**src/rtl/tlb_array_if.sv**
```systemverilog
// Bus bundle for tlb_array: two search ports, TLBWI write, TLBR read and TLBP probe.
// The DUT side uses the slave modport; the requester (pipeline or bench) uses master.
interface tlb_array_if #(parameter int TLBNUM = 16);
  localparam int IW = $clog2(TLBNUM);

  logic [18:0]   s0_vpn2;
  logic          s0_odd_page;
  logic [7:0]    s0_asid;
  logic          s0_found;
  logic [IW-1:0] s0_index;
  logic [19:0]   s0_pfn;
  logic [2:0]    s0_c;
  logic          s0_d;
  logic          s0_v;

  logic [18:0]   s1_vpn2;
  logic          s1_odd_page;
  logic [7:0]    s1_asid;
  logic          s1_found;
  logic [IW-1:0] s1_index;
  logic [19:0]   s1_pfn;
  logic [2:0]    s1_c;
  logic          s1_d;
  logic          s1_v;

  logic          we;
  logic [IW-1:0] w_index;
  logic [18:0]   w_vpn2;
  logic [7:0]    w_asid;
  logic          w_g;
  logic [19:0]   w_pfn0, w_pfn1;
  logic [2:0]    w_c0, w_c1;
  logic          w_d0, w_d1, w_v0, w_v1;

  logic [IW-1:0] r_index;
  logic [18:0]   r_vpn2;
  logic [7:0]    r_asid;
  logic          r_g;
  logic [19:0]   r_pfn0, r_pfn1;
  logic [2:0]    r_c0, r_c1;
  logic          r_d0, r_d1, r_v0, r_v1;

  logic          tlbp_req;
  logic [31:0]   tlbp_entryhi;
  logic [IW+1:0] tlbp_result;
  logic          tlbp_busy;

  modport master (
    output s0_vpn2, s0_odd_page, s0_asid,
    input  s0_found, s0_index, s0_pfn, s0_c, s0_d, s0_v,
    output s1_vpn2, s1_odd_page, s1_asid,
    input  s1_found, s1_index, s1_pfn, s1_c, s1_d, s1_v,
    output we, w_index, w_vpn2, w_asid, w_g, w_pfn0, w_pfn1, w_c0, w_c1, w_d0, w_d1, w_v0, w_v1,
    output r_index,
    input  r_vpn2, r_asid, r_g, r_pfn0, r_pfn1, r_c0, r_c1, r_d0, r_d1, r_v0, r_v1,
    output tlbp_req, tlbp_entryhi,
    input  tlbp_result, tlbp_busy
  );

  modport slave (
    input  s0_vpn2, s0_odd_page, s0_asid,
    output s0_found, s0_index, s0_pfn, s0_c, s0_d, s0_v,
    input  s1_vpn2, s1_odd_page, s1_asid,
    output s1_found, s1_index, s1_pfn, s1_c, s1_d, s1_v,
    input  we, w_index, w_vpn2, w_asid, w_g, w_pfn0, w_pfn1, w_c0, w_c1, w_d0, w_d1, w_v0, w_v1,
    input  r_index,
    output r_vpn2, r_asid, r_g, r_pfn0, r_pfn1, r_c0, r_c1, r_d0, r_d1, r_v0, r_v1,
    input  tlbp_req, tlbp_entryhi,
    output tlbp_result, tlbp_busy
  );
endinterface

```
**src/rtl/tlb_array.sv**
```systemverilog
// Fully associative MIPS-style joint TLB: two combinational search ports, TLBWI/TLBR, and TLBP probe.
// Define TLB_PARALLEL_PROBE_EN for a single-cycle parallel probe; otherwise the probe scans one entry per cycle.
module tlb_array #(
  parameter int TLBNUM = 16
) (
  input logic        clk,
  input logic        resetn,
  tlb_array_if.slave bus
);
  localparam int IW = $clog2(TLBNUM);

  // Probe FSM
  // state  | meaning
  // S_IDLE | no probe since reset, result holds 0
  // S_SCAN | comparing entry r_ptr against the latched key (sequential build only)
  // S_DONE | result valid and held until next accepted request
  typedef enum logic [1:0] {S_IDLE, S_SCAN, S_DONE} state_t;

  logic [18:0] r_e_vpn2 [TLBNUM];
  logic [7:0]  r_e_asid [TLBNUM];
  logic        r_e_g    [TLBNUM];
  logic [19:0] r_e_pfn0 [TLBNUM];
  logic [19:0] r_e_pfn1 [TLBNUM];
  logic [2:0]  r_e_c0   [TLBNUM];
  logic [2:0]  r_e_c1   [TLBNUM];
  logic        r_e_d0   [TLBNUM];
  logic        r_e_d1   [TLBNUM];
  logic        r_e_v0   [TLBNUM];
  logic        r_e_v1   [TLBNUM];

  state_t        r_state, w_state_nxt;
  logic [IW+1:0] r_result, w_result_nxt;
  logic          w_busy;

  logic [TLBNUM-1:0] w_s0_hit, w_s1_hit;
  logic [IW-1:0]     w_s0_idx, w_s1_idx;
  logic              w_s0_found, w_s1_found;

  function automatic logic [IW-1:0] f_first(input logic [TLBNUM-1:0] hits);
    f_first = '0;
    for (int i = TLBNUM - 1; i >= 0; i--) begin
      if (hits[i]) f_first = IW'(i);
    end
  endfunction

  always_ff @(posedge clk or negedge resetn) begin
    if (!resetn) begin
      for (int i = 0; i < TLBNUM; i++) begin
        r_e_vpn2[i] <= '0;
        r_e_asid[i] <= '0;
        r_e_g[i]    <= 1'b0;
        r_e_pfn0[i] <= '0;
        r_e_pfn1[i] <= '0;
        r_e_c0[i]   <= '0;
        r_e_c1[i]   <= '0;
        r_e_d0[i]   <= 1'b0;
        r_e_d1[i]   <= 1'b0;
        r_e_v0[i]   <= 1'b0;
        r_e_v1[i]   <= 1'b0;
      end
    end else if (bus.we) begin
      r_e_vpn2[bus.w_index] <= bus.w_vpn2;
      r_e_asid[bus.w_index] <= bus.w_asid;
      r_e_g[bus.w_index]    <= bus.w_g;
      r_e_pfn0[bus.w_index] <= bus.w_pfn0;
      r_e_pfn1[bus.w_index] <= bus.w_pfn1;
      r_e_c0[bus.w_index]   <= bus.w_c0;
      r_e_c1[bus.w_index]   <= bus.w_c1;
      r_e_d0[bus.w_index]   <= bus.w_d0;
      r_e_d1[bus.w_index]   <= bus.w_d1;
      r_e_v0[bus.w_index]   <= bus.w_v0;
      r_e_v1[bus.w_index]   <= bus.w_v1;
    end
  end

  always_comb begin
    w_s0_hit = '0;
    w_s1_hit = '0;
    for (int i = 0; i < TLBNUM; i++) begin
      w_s0_hit[i] = (r_e_vpn2[i] == bus.s0_vpn2) && (r_e_g[i] || (r_e_asid[i] == bus.s0_asid));
      w_s1_hit[i] = (r_e_vpn2[i] == bus.s1_vpn2) && (r_e_g[i] || (r_e_asid[i] == bus.s1_asid));
    end
  end

  assign w_s0_found = |w_s0_hit;
  assign w_s1_found = |w_s1_hit;
  assign w_s0_idx   = f_first(w_s0_hit);
  assign w_s1_idx   = f_first(w_s1_hit);

  // Miss results are forced to zero rather than exposing entry 0's fields.
  always_comb begin
    bus.s0_found = w_s0_found;
    bus.s0_index = '0;
    bus.s0_pfn   = '0;
    bus.s0_c     = '0;
    bus.s0_d     = 1'b0;
    bus.s0_v     = 1'b0;
    if (w_s0_found) begin
      bus.s0_index = w_s0_idx;
      bus.s0_pfn   = bus.s0_odd_page ? r_e_pfn1[w_s0_idx] : r_e_pfn0[w_s0_idx];
      bus.s0_c     = bus.s0_odd_page ? r_e_c1[w_s0_idx]   : r_e_c0[w_s0_idx];
      bus.s0_d     = bus.s0_odd_page ? r_e_d1[w_s0_idx]   : r_e_d0[w_s0_idx];
      bus.s0_v     = bus.s0_odd_page ? r_e_v1[w_s0_idx]   : r_e_v0[w_s0_idx];
    end
  end

  always_comb begin
    bus.s1_found = w_s1_found;
    bus.s1_index = '0;
    bus.s1_pfn   = '0;
    bus.s1_c     = '0;
    bus.s1_d     = 1'b0;
    bus.s1_v     = 1'b0;
    if (w_s1_found) begin
      bus.s1_index = w_s1_idx;
      bus.s1_pfn   = bus.s1_odd_page ? r_e_pfn1[w_s1_idx] : r_e_pfn0[w_s1_idx];
      bus.s1_c     = bus.s1_odd_page ? r_e_c1[w_s1_idx]   : r_e_c0[w_s1_idx];
      bus.s1_d     = bus.s1_odd_page ? r_e_d1[w_s1_idx]   : r_e_d0[w_s1_idx];
      bus.s1_v     = bus.s1_odd_page ? r_e_v1[w_s1_idx]   : r_e_v0[w_s1_idx];
    end
  end

  assign bus.r_vpn2 = r_e_vpn2[bus.r_index];
  assign bus.r_asid = r_e_asid[bus.r_index];
  assign bus.r_g    = r_e_g[bus.r_index];
  assign bus.r_pfn0 = r_e_pfn0[bus.r_index];
  assign bus.r_pfn1 = r_e_pfn1[bus.r_index];
  assign bus.r_c0   = r_e_c0[bus.r_index];
  assign bus.r_c1   = r_e_c1[bus.r_index];
  assign bus.r_d0   = r_e_d0[bus.r_index];
  assign bus.r_d1   = r_e_d1[bus.r_index];
  assign bus.r_v0   = r_e_v0[bus.r_index];
  assign bus.r_v1   = r_e_v1[bus.r_index];

`ifdef TLB_PARALLEL_PROBE_EN
  logic [TLBNUM-1:0] w_p_hit;

  always_comb begin
    w_p_hit = '0;
    for (int i = 0; i < TLBNUM; i++) begin
      w_p_hit[i] = (r_e_vpn2[i] == bus.tlbp_entryhi[31:13]) &&
                   (r_e_g[i] || (r_e_asid[i] == bus.tlbp_entryhi[7:0]));
    end
  end

  always_ff @(posedge clk or negedge resetn) begin
    if (!resetn) begin
      r_state  <= S_IDLE;
      r_result <= '0;
    end else begin
      r_state  <= w_state_nxt;
      r_result <= w_result_nxt;
    end
  end

  always_comb begin
    w_state_nxt  = r_state;
    w_result_nxt = r_result;
    w_busy       = 1'b0;
    case (r_state)
      S_IDLE, S_DONE: begin
        if (bus.tlbp_req) begin
          w_result_nxt = {1'b1, |w_p_hit, f_first(w_p_hit)};
          w_state_nxt  = S_DONE;
        end
      end
      default: w_state_nxt = S_IDLE;
    endcase
  end
`else
  logic [IW-1:0] r_ptr, w_ptr_nxt;
  logic [18:0]   r_key_vpn2;
  logic [7:0]    r_key_asid;
  logic          w_key_ld;
  logic          w_scan_hit;

  // Compares live entry contents so a write landing mid-scan is seen by entries not yet visited.
  assign w_scan_hit = (r_e_vpn2[r_ptr] == r_key_vpn2) &&
                      (r_e_g[r_ptr] || (r_e_asid[r_ptr] == r_key_asid));

  always_ff @(posedge clk or negedge resetn) begin
    if (!resetn) begin
      r_state    <= S_IDLE;
      r_result   <= '0;
      r_ptr      <= '0;
      r_key_vpn2 <= '0;
      r_key_asid <= '0;
    end else begin
      r_state  <= w_state_nxt;
      r_result <= w_result_nxt;
      r_ptr    <= w_ptr_nxt;
      if (w_key_ld) begin
        r_key_vpn2 <= bus.tlbp_entryhi[31:13];
        r_key_asid <= bus.tlbp_entryhi[7:0];
      end
    end
  end

  always_comb begin
    w_state_nxt  = r_state;
    w_result_nxt = r_result;
    w_ptr_nxt    = r_ptr;
    w_key_ld     = 1'b0;
    w_busy       = 1'b0;
    case (r_state)
      S_IDLE, S_DONE: begin
        if (bus.tlbp_req) begin
          w_key_ld             = 1'b1;
          w_result_nxt[IW+1]   = 1'b0;
          w_ptr_nxt            = '0;
          w_state_nxt          = S_SCAN;
        end
      end
      S_SCAN: begin
        w_busy = 1'b1;
        if (w_scan_hit) begin
          w_result_nxt = {2'b11, r_ptr};
          w_ptr_nxt    = '0;
          w_state_nxt  = S_DONE;
        end else if (r_ptr == IW'(TLBNUM - 1)) begin
          w_result_nxt = {2'b10, {IW{1'b0}}};
          w_ptr_nxt    = '0;
          w_state_nxt  = S_DONE;
        end else begin
          w_ptr_nxt = r_ptr + IW'(1);
        end
      end
      default: w_state_nxt = S_IDLE;
    endcase
  end
`endif

  assign bus.tlbp_result = r_result;
  assign bus.tlbp_busy   = w_busy;
endmodule

```
**src/flat_wrapper.sv**
```systemverilog
// flat-port wrapper written by rule: the top's interface ports become plain ports
module tlb_array_flat 
#(
  parameter int TLBNUM = 16
)
  (clk, resetn, bus_s0_vpn2, bus_s0_odd_page, bus_s0_asid, bus_s0_found, bus_s0_index, bus_s0_pfn, bus_s0_c, bus_s0_d, bus_s0_v, bus_s1_vpn2, bus_s1_odd_page, bus_s1_asid, bus_s1_found, bus_s1_index, bus_s1_pfn, bus_s1_c, bus_s1_d, bus_s1_v, bus_we, bus_w_index, bus_w_vpn2, bus_w_asid, bus_w_g, bus_w_pfn0, bus_w_pfn1, bus_w_c0, bus_w_c1, bus_w_d0, bus_w_d1, bus_w_v0, bus_w_v1, bus_r_index, bus_r_vpn2, bus_r_asid, bus_r_g, bus_r_pfn0, bus_r_pfn1, bus_r_c0, bus_r_c1, bus_r_d0, bus_r_d1, bus_r_v0, bus_r_v1, bus_tlbp_req, bus_tlbp_entryhi, bus_tlbp_result, bus_tlbp_busy);
  tlb_array_if #(.TLBNUM(TLBNUM)) bus_i ();
  input logic clk;
  input logic resetn;
  input wire logic [$bits(bus_i.s0_vpn2)-1:0] bus_s0_vpn2;
  input wire logic [$bits(bus_i.s0_odd_page)-1:0] bus_s0_odd_page;
  input wire logic [$bits(bus_i.s0_asid)-1:0] bus_s0_asid;
  output wire logic [$bits(bus_i.s0_found)-1:0] bus_s0_found;
  output wire logic [$bits(bus_i.s0_index)-1:0] bus_s0_index;
  output wire logic [$bits(bus_i.s0_pfn)-1:0] bus_s0_pfn;
  output wire logic [$bits(bus_i.s0_c)-1:0] bus_s0_c;
  output wire logic [$bits(bus_i.s0_d)-1:0] bus_s0_d;
  output wire logic [$bits(bus_i.s0_v)-1:0] bus_s0_v;
  input wire logic [$bits(bus_i.s1_vpn2)-1:0] bus_s1_vpn2;
  input wire logic [$bits(bus_i.s1_odd_page)-1:0] bus_s1_odd_page;
  input wire logic [$bits(bus_i.s1_asid)-1:0] bus_s1_asid;
  output wire logic [$bits(bus_i.s1_found)-1:0] bus_s1_found;
  output wire logic [$bits(bus_i.s1_index)-1:0] bus_s1_index;
  output wire logic [$bits(bus_i.s1_pfn)-1:0] bus_s1_pfn;
  output wire logic [$bits(bus_i.s1_c)-1:0] bus_s1_c;
  output wire logic [$bits(bus_i.s1_d)-1:0] bus_s1_d;
  output wire logic [$bits(bus_i.s1_v)-1:0] bus_s1_v;
  input wire logic [$bits(bus_i.we)-1:0] bus_we;
  input wire logic [$bits(bus_i.w_index)-1:0] bus_w_index;
  input wire logic [$bits(bus_i.w_vpn2)-1:0] bus_w_vpn2;
  input wire logic [$bits(bus_i.w_asid)-1:0] bus_w_asid;
  input wire logic [$bits(bus_i.w_g)-1:0] bus_w_g;
  input wire logic [$bits(bus_i.w_pfn0)-1:0] bus_w_pfn0;
  input wire logic [$bits(bus_i.w_pfn1)-1:0] bus_w_pfn1;
  input wire logic [$bits(bus_i.w_c0)-1:0] bus_w_c0;
  input wire logic [$bits(bus_i.w_c1)-1:0] bus_w_c1;
  input wire logic [$bits(bus_i.w_d0)-1:0] bus_w_d0;
  input wire logic [$bits(bus_i.w_d1)-1:0] bus_w_d1;
  input wire logic [$bits(bus_i.w_v0)-1:0] bus_w_v0;
  input wire logic [$bits(bus_i.w_v1)-1:0] bus_w_v1;
  input wire logic [$bits(bus_i.r_index)-1:0] bus_r_index;
  output wire logic [$bits(bus_i.r_vpn2)-1:0] bus_r_vpn2;
  output wire logic [$bits(bus_i.r_asid)-1:0] bus_r_asid;
  output wire logic [$bits(bus_i.r_g)-1:0] bus_r_g;
  output wire logic [$bits(bus_i.r_pfn0)-1:0] bus_r_pfn0;
  output wire logic [$bits(bus_i.r_pfn1)-1:0] bus_r_pfn1;
  output wire logic [$bits(bus_i.r_c0)-1:0] bus_r_c0;
  output wire logic [$bits(bus_i.r_c1)-1:0] bus_r_c1;
  output wire logic [$bits(bus_i.r_d0)-1:0] bus_r_d0;
  output wire logic [$bits(bus_i.r_d1)-1:0] bus_r_d1;
  output wire logic [$bits(bus_i.r_v0)-1:0] bus_r_v0;
  output wire logic [$bits(bus_i.r_v1)-1:0] bus_r_v1;
  input wire logic [$bits(bus_i.tlbp_req)-1:0] bus_tlbp_req;
  input wire logic [$bits(bus_i.tlbp_entryhi)-1:0] bus_tlbp_entryhi;
  output wire logic [$bits(bus_i.tlbp_result)-1:0] bus_tlbp_result;
  output wire logic [$bits(bus_i.tlbp_busy)-1:0] bus_tlbp_busy;
  assign bus_i.s0_vpn2 = bus_s0_vpn2;
  assign bus_i.s0_odd_page = bus_s0_odd_page;
  assign bus_i.s0_asid = bus_s0_asid;
  assign bus_s0_found = bus_i.s0_found;
  assign bus_s0_index = bus_i.s0_index;
  assign bus_s0_pfn = bus_i.s0_pfn;
  assign bus_s0_c = bus_i.s0_c;
  assign bus_s0_d = bus_i.s0_d;
  assign bus_s0_v = bus_i.s0_v;
  assign bus_i.s1_vpn2 = bus_s1_vpn2;
  assign bus_i.s1_odd_page = bus_s1_odd_page;
  assign bus_i.s1_asid = bus_s1_asid;
  assign bus_s1_found = bus_i.s1_found;
  assign bus_s1_index = bus_i.s1_index;
  assign bus_s1_pfn = bus_i.s1_pfn;
  assign bus_s1_c = bus_i.s1_c;
  assign bus_s1_d = bus_i.s1_d;
  assign bus_s1_v = bus_i.s1_v;
  assign bus_i.we = bus_we;
  assign bus_i.w_index = bus_w_index;
  assign bus_i.w_vpn2 = bus_w_vpn2;
  assign bus_i.w_asid = bus_w_asid;
  assign bus_i.w_g = bus_w_g;
  assign bus_i.w_pfn0 = bus_w_pfn0;
  assign bus_i.w_pfn1 = bus_w_pfn1;
  assign bus_i.w_c0 = bus_w_c0;
  assign bus_i.w_c1 = bus_w_c1;
  assign bus_i.w_d0 = bus_w_d0;
  assign bus_i.w_d1 = bus_w_d1;
  assign bus_i.w_v0 = bus_w_v0;
  assign bus_i.w_v1 = bus_w_v1;
  assign bus_i.r_index = bus_r_index;
  assign bus_r_vpn2 = bus_i.r_vpn2;
  assign bus_r_asid = bus_i.r_asid;
  assign bus_r_g = bus_i.r_g;
  assign bus_r_pfn0 = bus_i.r_pfn0;
  assign bus_r_pfn1 = bus_i.r_pfn1;
  assign bus_r_c0 = bus_i.r_c0;
  assign bus_r_c1 = bus_i.r_c1;
  assign bus_r_d0 = bus_i.r_d0;
  assign bus_r_d1 = bus_i.r_d1;
  assign bus_r_v0 = bus_i.r_v0;
  assign bus_r_v1 = bus_i.r_v1;
  assign bus_i.tlbp_req = bus_tlbp_req;
  assign bus_i.tlbp_entryhi = bus_tlbp_entryhi;
  assign bus_tlbp_result = bus_i.tlbp_result;
  assign bus_tlbp_busy = bus_i.tlbp_busy;
  tlb_array #(.TLBNUM(TLBNUM)) u_core (.clk(clk), .resetn(resetn), .bus(bus_i));
endmodule
```
**config.mk**
```make
export PLATFORM = sky130hd
export DESIGN_NAME = tlb_array_flat
export DESIGN_NICKNAME = d
export VERILOG_FILES = /design/src/rtl/tlb_array_if.sv /design/src/rtl/tlb_array.sv /design/src/flat_wrapper.sv
export SDC_FILE = /design/constraint.sdc
export NUM_CORES = 2
export LEC_CHECK = 0
export CORE_ASPECT_RATIO = 2
export CORE_MARGIN = 2
export CORE_UTILIZATION = 29
export CTS_CLUSTER_DIAMETER = 80
export CTS_CLUSTER_SIZE = 30
export DETAILED_ROUTE_END_ITERATION = 10
export SETUP_SLACK_MARGIN = 0.02
export SLEW_MARGIN = 15
export SYNTH_ARGS = -nofsm -noshare
export SYNTH_HDL_FRONTEND = slang
export SYNTH_SLANG_ARGS = --single-unit
```
**constraint.sdc**
```tcl
create_clock -name clk -period 7.6 [get_ports clk]
set_input_delay 1.14 -clock clk [delete_from_list [all_inputs] [get_ports clk]]
set_output_delay 1.14 -clock clk [all_outputs]
set_load 0.03 [all_outputs]
```
; Yosys cells after proc, flatten, opt, wreduce, memory -nomap -nowiden
; Cells that the tools add are included.
[classes]
n_eq_ne = 71
muxes = 176
reduce_logical = 77
n_lt_le_gt_ge = 6
bitwise = 5
addsub = 1
[ops]
columns = operator, count
row1 = 320-bit bitwise mux, 2
row2 = 19-bit == test, 33
row3 = 20-bit binary-select mux with 4-bit select, 6
row4 = 20-bit two-way mux, 17
row5 = 304-bit bitwise mux, 1
row6 = 8-bit == test, 33
row7 = 19-bit binary-select mux with 4-bit select, 2
row8 = 4-bit two-way mux, 37
row9 = 128-bit bitwise mux, 1
row10 = 48-bit bitwise mux, 2
row11 = 19-bit two-way mux, 5
row12 = 16-bit bitwise mux, 5
row13 = 20-bit demux with 4-bit select, 1
row14 = 19-bit demux with 4-bit select, 1
row15 = 3-bit binary-select mux with 4-bit select, 6
row16 = 8-bit binary-select mux with 4-bit select, 2
row17 = 1-bit binary-select mux with 4-bit select, 14
row18 = 3-bit two-way mux, 17
row19 = 1-bit two-way mux, 41
row20 = 8-bit two-way mux, 5
row21 = 1-bit logical AND, 34
row22 = 1-bit logical OR, 33
row23 = 8-bit demux with 4-bit select, 1
row24 = 16-bit OR reduction, 2
row25 = other kinds (21), 35
[word_totals]
input_bits = 178
register_bits = 1287
elab_cells = 518

; Depth between registers and ports, before layout
[depth]
ltp_word = 25
depth_mapped = 18
mapped_depth_nobuf = 13

; Worst setup path after synthesis
; OpenSTA, ideal clock, no wires.
[synth_path]
path_kind = input port to output port
startpoint = in bus_s1_vpn2[6]
endpoint = out bus_s1_pfn[7]
slack_ns = 1.134
t_arrival_ns = 5.326
n_path_buf = 5
cell_stages = 17
cell_sequence = buf_2 > buf_2 > xor2_1 > nor4_1 > nand4_1 > nor3_2 > nor2_1 > a2111oi_0 > a21oi_1 > buf_4 > buf_12 > buf_4 > mux2i_1 > a22oi_1 > nor2_1 > o31a_1 > a2111oi_0
[synth_between]
elab_chain_len = 24
word_cells_on_any_way = 58
[synth_lines]
columns = element, line
row1 = from (decl), flat_wrapper.sv:19  ; input wire logic [$bits(bus_i.s1_vpn2)-1:0] bus_s1_vpn2;
row2 = 19-bit == test, tlb_array.sv:81  ; w_s1_hit[i] = (r_e_vpn2[i] == bus.s1_vpn2) && (r_e_g[i] || (r_e_asid[i] == bus.s1_asid));
row3 = 1-bit logical AND, tlb_array.sv:81
row4 = 4-bit two-way mux (16 in a row), tlb_array.sv:42  ; if (hits[i]) f_first = IW'(i);
row5 = 4-bit NOT with 5-bit output (not written as such), tlb_array.sv:116  ; bus.s1_pfn = bus.s1_odd_page ? r_e_pfn1[w_s1_idx] : r_e_pfn0[w_s1_idx];
row6 = 20-bit binary-select mux with 4-bit select, tlb_array.sv:116
row7 = 20-bit two-way mux (not written as such) (2 in a row), tlb_array.sv:116
row8 = 20-bit two-way mux, tlb_array.sv:116
row9 = 20-bit two-way mux (*), tlb_array.sv:114  ; if (w_s1_found) begin
row10 = to (decl), flat_wrapper.sv:24  ; output wire logic [$bits(bus_i.s1_pfn)-1:0] bus_s1_pfn;
; Every way passes the cells marked *; elsewhere a longest branch is shown, timed or not. The select of a mux whose other input is x is not followed.

; Worst setup path in the final report
[layout_path]
startpoint = in bus_s0_vpn2[7]
endpoint = out bus_s0_pfn[7]
[layout_between]
elab_chain_len = 24
word_cells_on_any_way = 58
[layout_lines]
columns = element, line
row1 = from (decl), flat_wrapper.sv:10  ; input wire logic [$bits(bus_i.s0_vpn2)-1:0] bus_s0_vpn2;
row2 = 19-bit == test, tlb_array.sv:80  ; w_s0_hit[i] = (r_e_vpn2[i] == bus.s0_vpn2) && (r_e_g[i] || (r_e_asid[i] == bus.s0_asid));
row3 = 1-bit logical AND, tlb_array.sv:80
row4 = 4-bit two-way mux (16 in a row), tlb_array.sv:42
row5 = 4-bit NOT with 5-bit output (not written as such), tlb_array.sv:100  ; bus.s0_pfn = bus.s0_odd_page ? r_e_pfn1[w_s0_idx] : r_e_pfn0[w_s0_idx];
row6 = 20-bit binary-select mux with 4-bit select, tlb_array.sv:100
row7 = 20-bit two-way mux (not written as such) (2 in a row), tlb_array.sv:100
row8 = 20-bit two-way mux, tlb_array.sv:100
row9 = 20-bit two-way mux (*), tlb_array.sv:98  ; if (w_s0_found) begin
row10 = to (decl), flat_wrapper.sv:15  ; output wire logic [$bits(bus_i.s0_pfn)-1:0] bus_s0_pfn;
; Marks and branches as above.

==> reports/results.ini <==
[status]
status=complete, but fails checks
violations=negative setup slack

[yosys]
netlist_area_mm2=0.0854
synth.avg_cell_area_um2=11.8
syn_inst=7207
yosysUniqueCellTypes=76
synth-main-ff-cell=dfrtp_1
synth_area_leaders=dfrtp_1, mux2_2, mux4_2
synth-edff-count=0
ys_warn_count=0
synthArstFlopShare=1.00
synthesis.nets=7386
ys_ff_latch=1287
synth_top_area_cell=dfrtp_1
synth_top_area_frac=0.377
ys_seq_area_frac=0.377

[final_layout]
fillers=28800
fin_nets=8004
post-route-util=0.351
syn_to_final_growth_pct=20.6
fin_area_mm2=0.103
layout-drive-gt1-share=0.389

[critical_path]
start_kind=primary input
arrival_ns=6.48
critical-path-slowest-cell=clkdlybuf4s50_1
critPathKind=primary input to output pin
crit_fanout=35
path_delay_family=buffers and inverters
path_cells=clkdlybuf4s50_1, buf_12, buf_12, xor2_1, nor4_1, buf_4, nand4_1, nor3_2, buf_4, or2_1, buf_4, a21oi_2, o311ai_4, buf_4, and2_4, buf_16, buf_12, a32oi_1, and3_1, o22ai_1, a2111oi_4, buf_4, buf_12
worstPathRequired_ns=6.46
slowest_delay_ns=0.56
critPathCaptureType=output pin
cp_common_cell=buf_4
critPathBufInv=11

[floorplanning]
pin_count=323
die_h_um=771
die_w_um=388
initial_core_util=0.292
die-area_mm2=0.299
core.rowCount=281
coreArea_mm2=0.293

[global_routing]
grt_use_total=0.292
grt_max_degree=170
antenna_found_initial=39
first_global_vias=71700
grt-ovfl-total=0
grt_pass1_wl_mm=606

[timing]
finalMaxSlewViolations=0
max_clock_freq_mhz=131
setup_slack_ns=-0.0228
hold_violations=0
rsz0062_at_grt=false
setup_viol=1
finalSetupTns_ns=-0.0228
timing.hold.ws_ns=0.294
finalCritPeriodShare=1.00
slew_headroom=0.0669
min_period_ns=7.62
skew_ns=0.0364
tightestPinTransition_ns=1.40

[clocking]
cts_buffers=69
clock_latency_ns=0.74
htreeDepth=3
clockBufferDepth=3
root_buffer=clkbuf_16
clk_pin_slew_ns=0.12
cts_num_sinks=1287
cts_tree=built

[pwr]
power.leakage_nw=42.0
peakVddDrop_uv=203
p_per_area_mw_per_mm2=257

[place]
post_dp_cell_area_mm2=0.0996
portBuffers=317
place.gp.congestion=1.08
dpl.hpwl_mm=309
place_ws_ns=-0.472

[routing]
drtIter0Drc=7116
routed_wl_mm=448
vias_per_cell=5.95
antenna_left=0
first_pass_iters=8
wl_per_cell_um=38.3
drc=0
route.vias.total=69600

[run]
max_cap_violations=0

[min_path]
worstHoldPathType=primary input to async pin

-- kinds of logic (layout without fill, tap and decap cells) --
group                    Yosys count  after routing  share of synthesized area
multiplexers                    2273           2273                      0.367
AND/OR/NAND/NOR                 1443           1444                     0.0797
flip-flops                      1287           1287                      0.377
XOR/XNOR                         891            891                     0.0914
buffers and inverters            700           1365                     0.0368
AO/OA/AOI/OAI                    612            612                     0.0482
adder cells (fa/ha/maj)            1              1                   0.000147
other                              0             14                          0
-- registers in the layout (all words and copies together) (netlist names) --
register and flops:
u_core.bus.tlbp_result 6, u_core.r_e_d1 16, u_core.r_e_g 16, u_core.r_ptr 4, u_core.r_e_v1 16, u_core.r_e_d0 16, u_core.r_e_c0 48, u_core.r_e_v0 16
u_core.r_e_asid 128, u_core.r_e_pfn0 320, u_core.r_key_asid 8, u_core.r_e_pfn1 320, u_core.r_state 2, u_core.r_e_c1 48, u_core.r_e_vpn2 304, u_core.r_key_vpn2 19
-- area by class of cell --
class	count	area, um^2	share of cell area
Timing Repair Buffer	1220	12600	0.122
Inverter	26	106	0.00103
Sequential cell	1287	32200	0.313
Tap cell	3820	4780	0.0464
Clock buffer	74	1780	0.0173
Multi-Input combinational cell	5221	50700	0.493
Clock inverter	45	741	0.00720
Antenna cell	14	35.0	0.000340
-- layout by cell type (no fill, tap or decap), types with 16 or more instances in the layout --
cell / netlist / final
mux2_2: 1284 / 1284
dfrtp_1: 1287 / 1284
xor2_1: 776 / 769
nand2_1: 766 / 762
buf_4: 39 / 746
mux4_2: 554 / 554
mux2i_1: 427 / 425
clkdlybuf4s50_1: 0 / 250
buf_12: 4 / 192
nor4_1: 214 / 185
a21oi_1: 179 / 176
nand3_1: 174 / 172
xnor2_1: 115 / 115
a31oi_1: 94 / 92
clkbuf_16: 0 / 76
nor2_1: 77 / 66
o22ai_1: 65 / 65
a32oi_1: 54 / 54
a211oi_1: 39 / 39
nand4_1: 38 / 38
o21ai_0: 34 / 34
nor3_2: 26 / 30
and3_1: 28 / 28
nor4_2: 1 / 22
inv_1: 23 / 22
o211ai_1: 22 / 22
and2_1: 24 / 21
a22oi_1: 21 / 21
nor3_1: 25 / 20
a211o_1: 20 / 20
o22a_1: 20 / 20
nor2b_1: 20 / 18
o2111a_1: 18 / 16
-- worst paths after layout --
kind / from / to / slack, ns / cells past startpoint
max: bus_s0_vpn2[7] / bus_s0_pfn[7] / -0.02 / 23
min: resetn / u_core.r_e_asid[82]$_DFFE_PN0P_ / 0.29 / 1
max reg2reg: u_core.r_ptr[0]$_DFFE_PN0P_ / u_core.r_ptr[3]$_DFFE_PN0P_ / 2.42 / 14
min reg2reg: u_core.bus.tlbp_result[5]$_DFFE_PN0P_ / u_core.bus.tlbp_result[5]$_DFFE_PN0P_ / 0.50 / 1
max in group asynchronous: resetn / u_core.r_e_pfn0[150]$_DFFE_PN0P_ / 5.29 / 3
min in group clk: u_core.bus.tlbp_result[5]$_DFFE_PN0P_ / u_core.bus.tlbp_result[5]$_DFFE_PN0P_ / 0.50 / 1
-- per-stage QoR --
stage | instances | total power [mW]
after floorplan | 7207 | 16.1
after global placement | 11600 | 21.0
after detailed placement | 11600 | 21.3
after CTS | 11700 | 26.2
after global routing | 11700 | 27.2
final | 11700 | 26.4
-- metal layers --
| metal | up-vias | share of wire | global-route usage |
|---|---|---|---|
| li1 | 27800 | - | - |
| met1 | 36300 | 0.33 | 0.305 |
| met2 | 4018 | 0.49 | 0.500 |
| met3 | 1454 | 0.066 | 0.0530 |
| met4 | 28 | 0.11 | 0.263 |
| met5 | - | 0.00041 | 0 |
-- cells in the mapped netlist (all sizes together), types with 13 or more instances --
| cell type | number |
|---|---|
| mux2i | 427 |
| a21oi | 179 |
| and2 | 26 |
| nand2b | 13 |
| nor4 | 215 |
| nor2b | 20 |
| a32oi | 54 |
| xnor2 | 115 |
| and3 | 28 |
| mux4 | 554 |
| dfrtp | 1287 |
| o22ai | 65 |
| clkbuf | 358 |
| a22oi | 21 |
| nor3 | 51 |
| o2111a | 18 |
| mux2 | 1292 |
| nor2 | 78 |
| xor2 | 776 |
| buf | 316 |
| a211o | 20 |
| a31oi | 94 |
| o211ai | 22 |
| o22a | 20 |
| nand4 | 38 |
| a211oi | 39 |
| o21ai | 36 |
| inv | 24 |
| nand2 | 766 |
| nand3 | 175 |
-- power by group --
| part | switching (mW) | leakage, nW | internal [mW] |
|---|---|---|---|
| Clock | 2.93 | 1.21 | 1.96 |
| Combinational | 5.18 | 25.0 | 5.16 |
| Sequential | 2.76 | 15.8 | 8.45 |
-- what timing repair did --
action	in CTS	in global routing
resized for setup	37	71
pin swaps	1	14
gates cloned	1	7
hold buffers	0	0
setup buffers	0	8
endpoints found under the setup margin	44	50
Power figures use the tool's default switching activity.
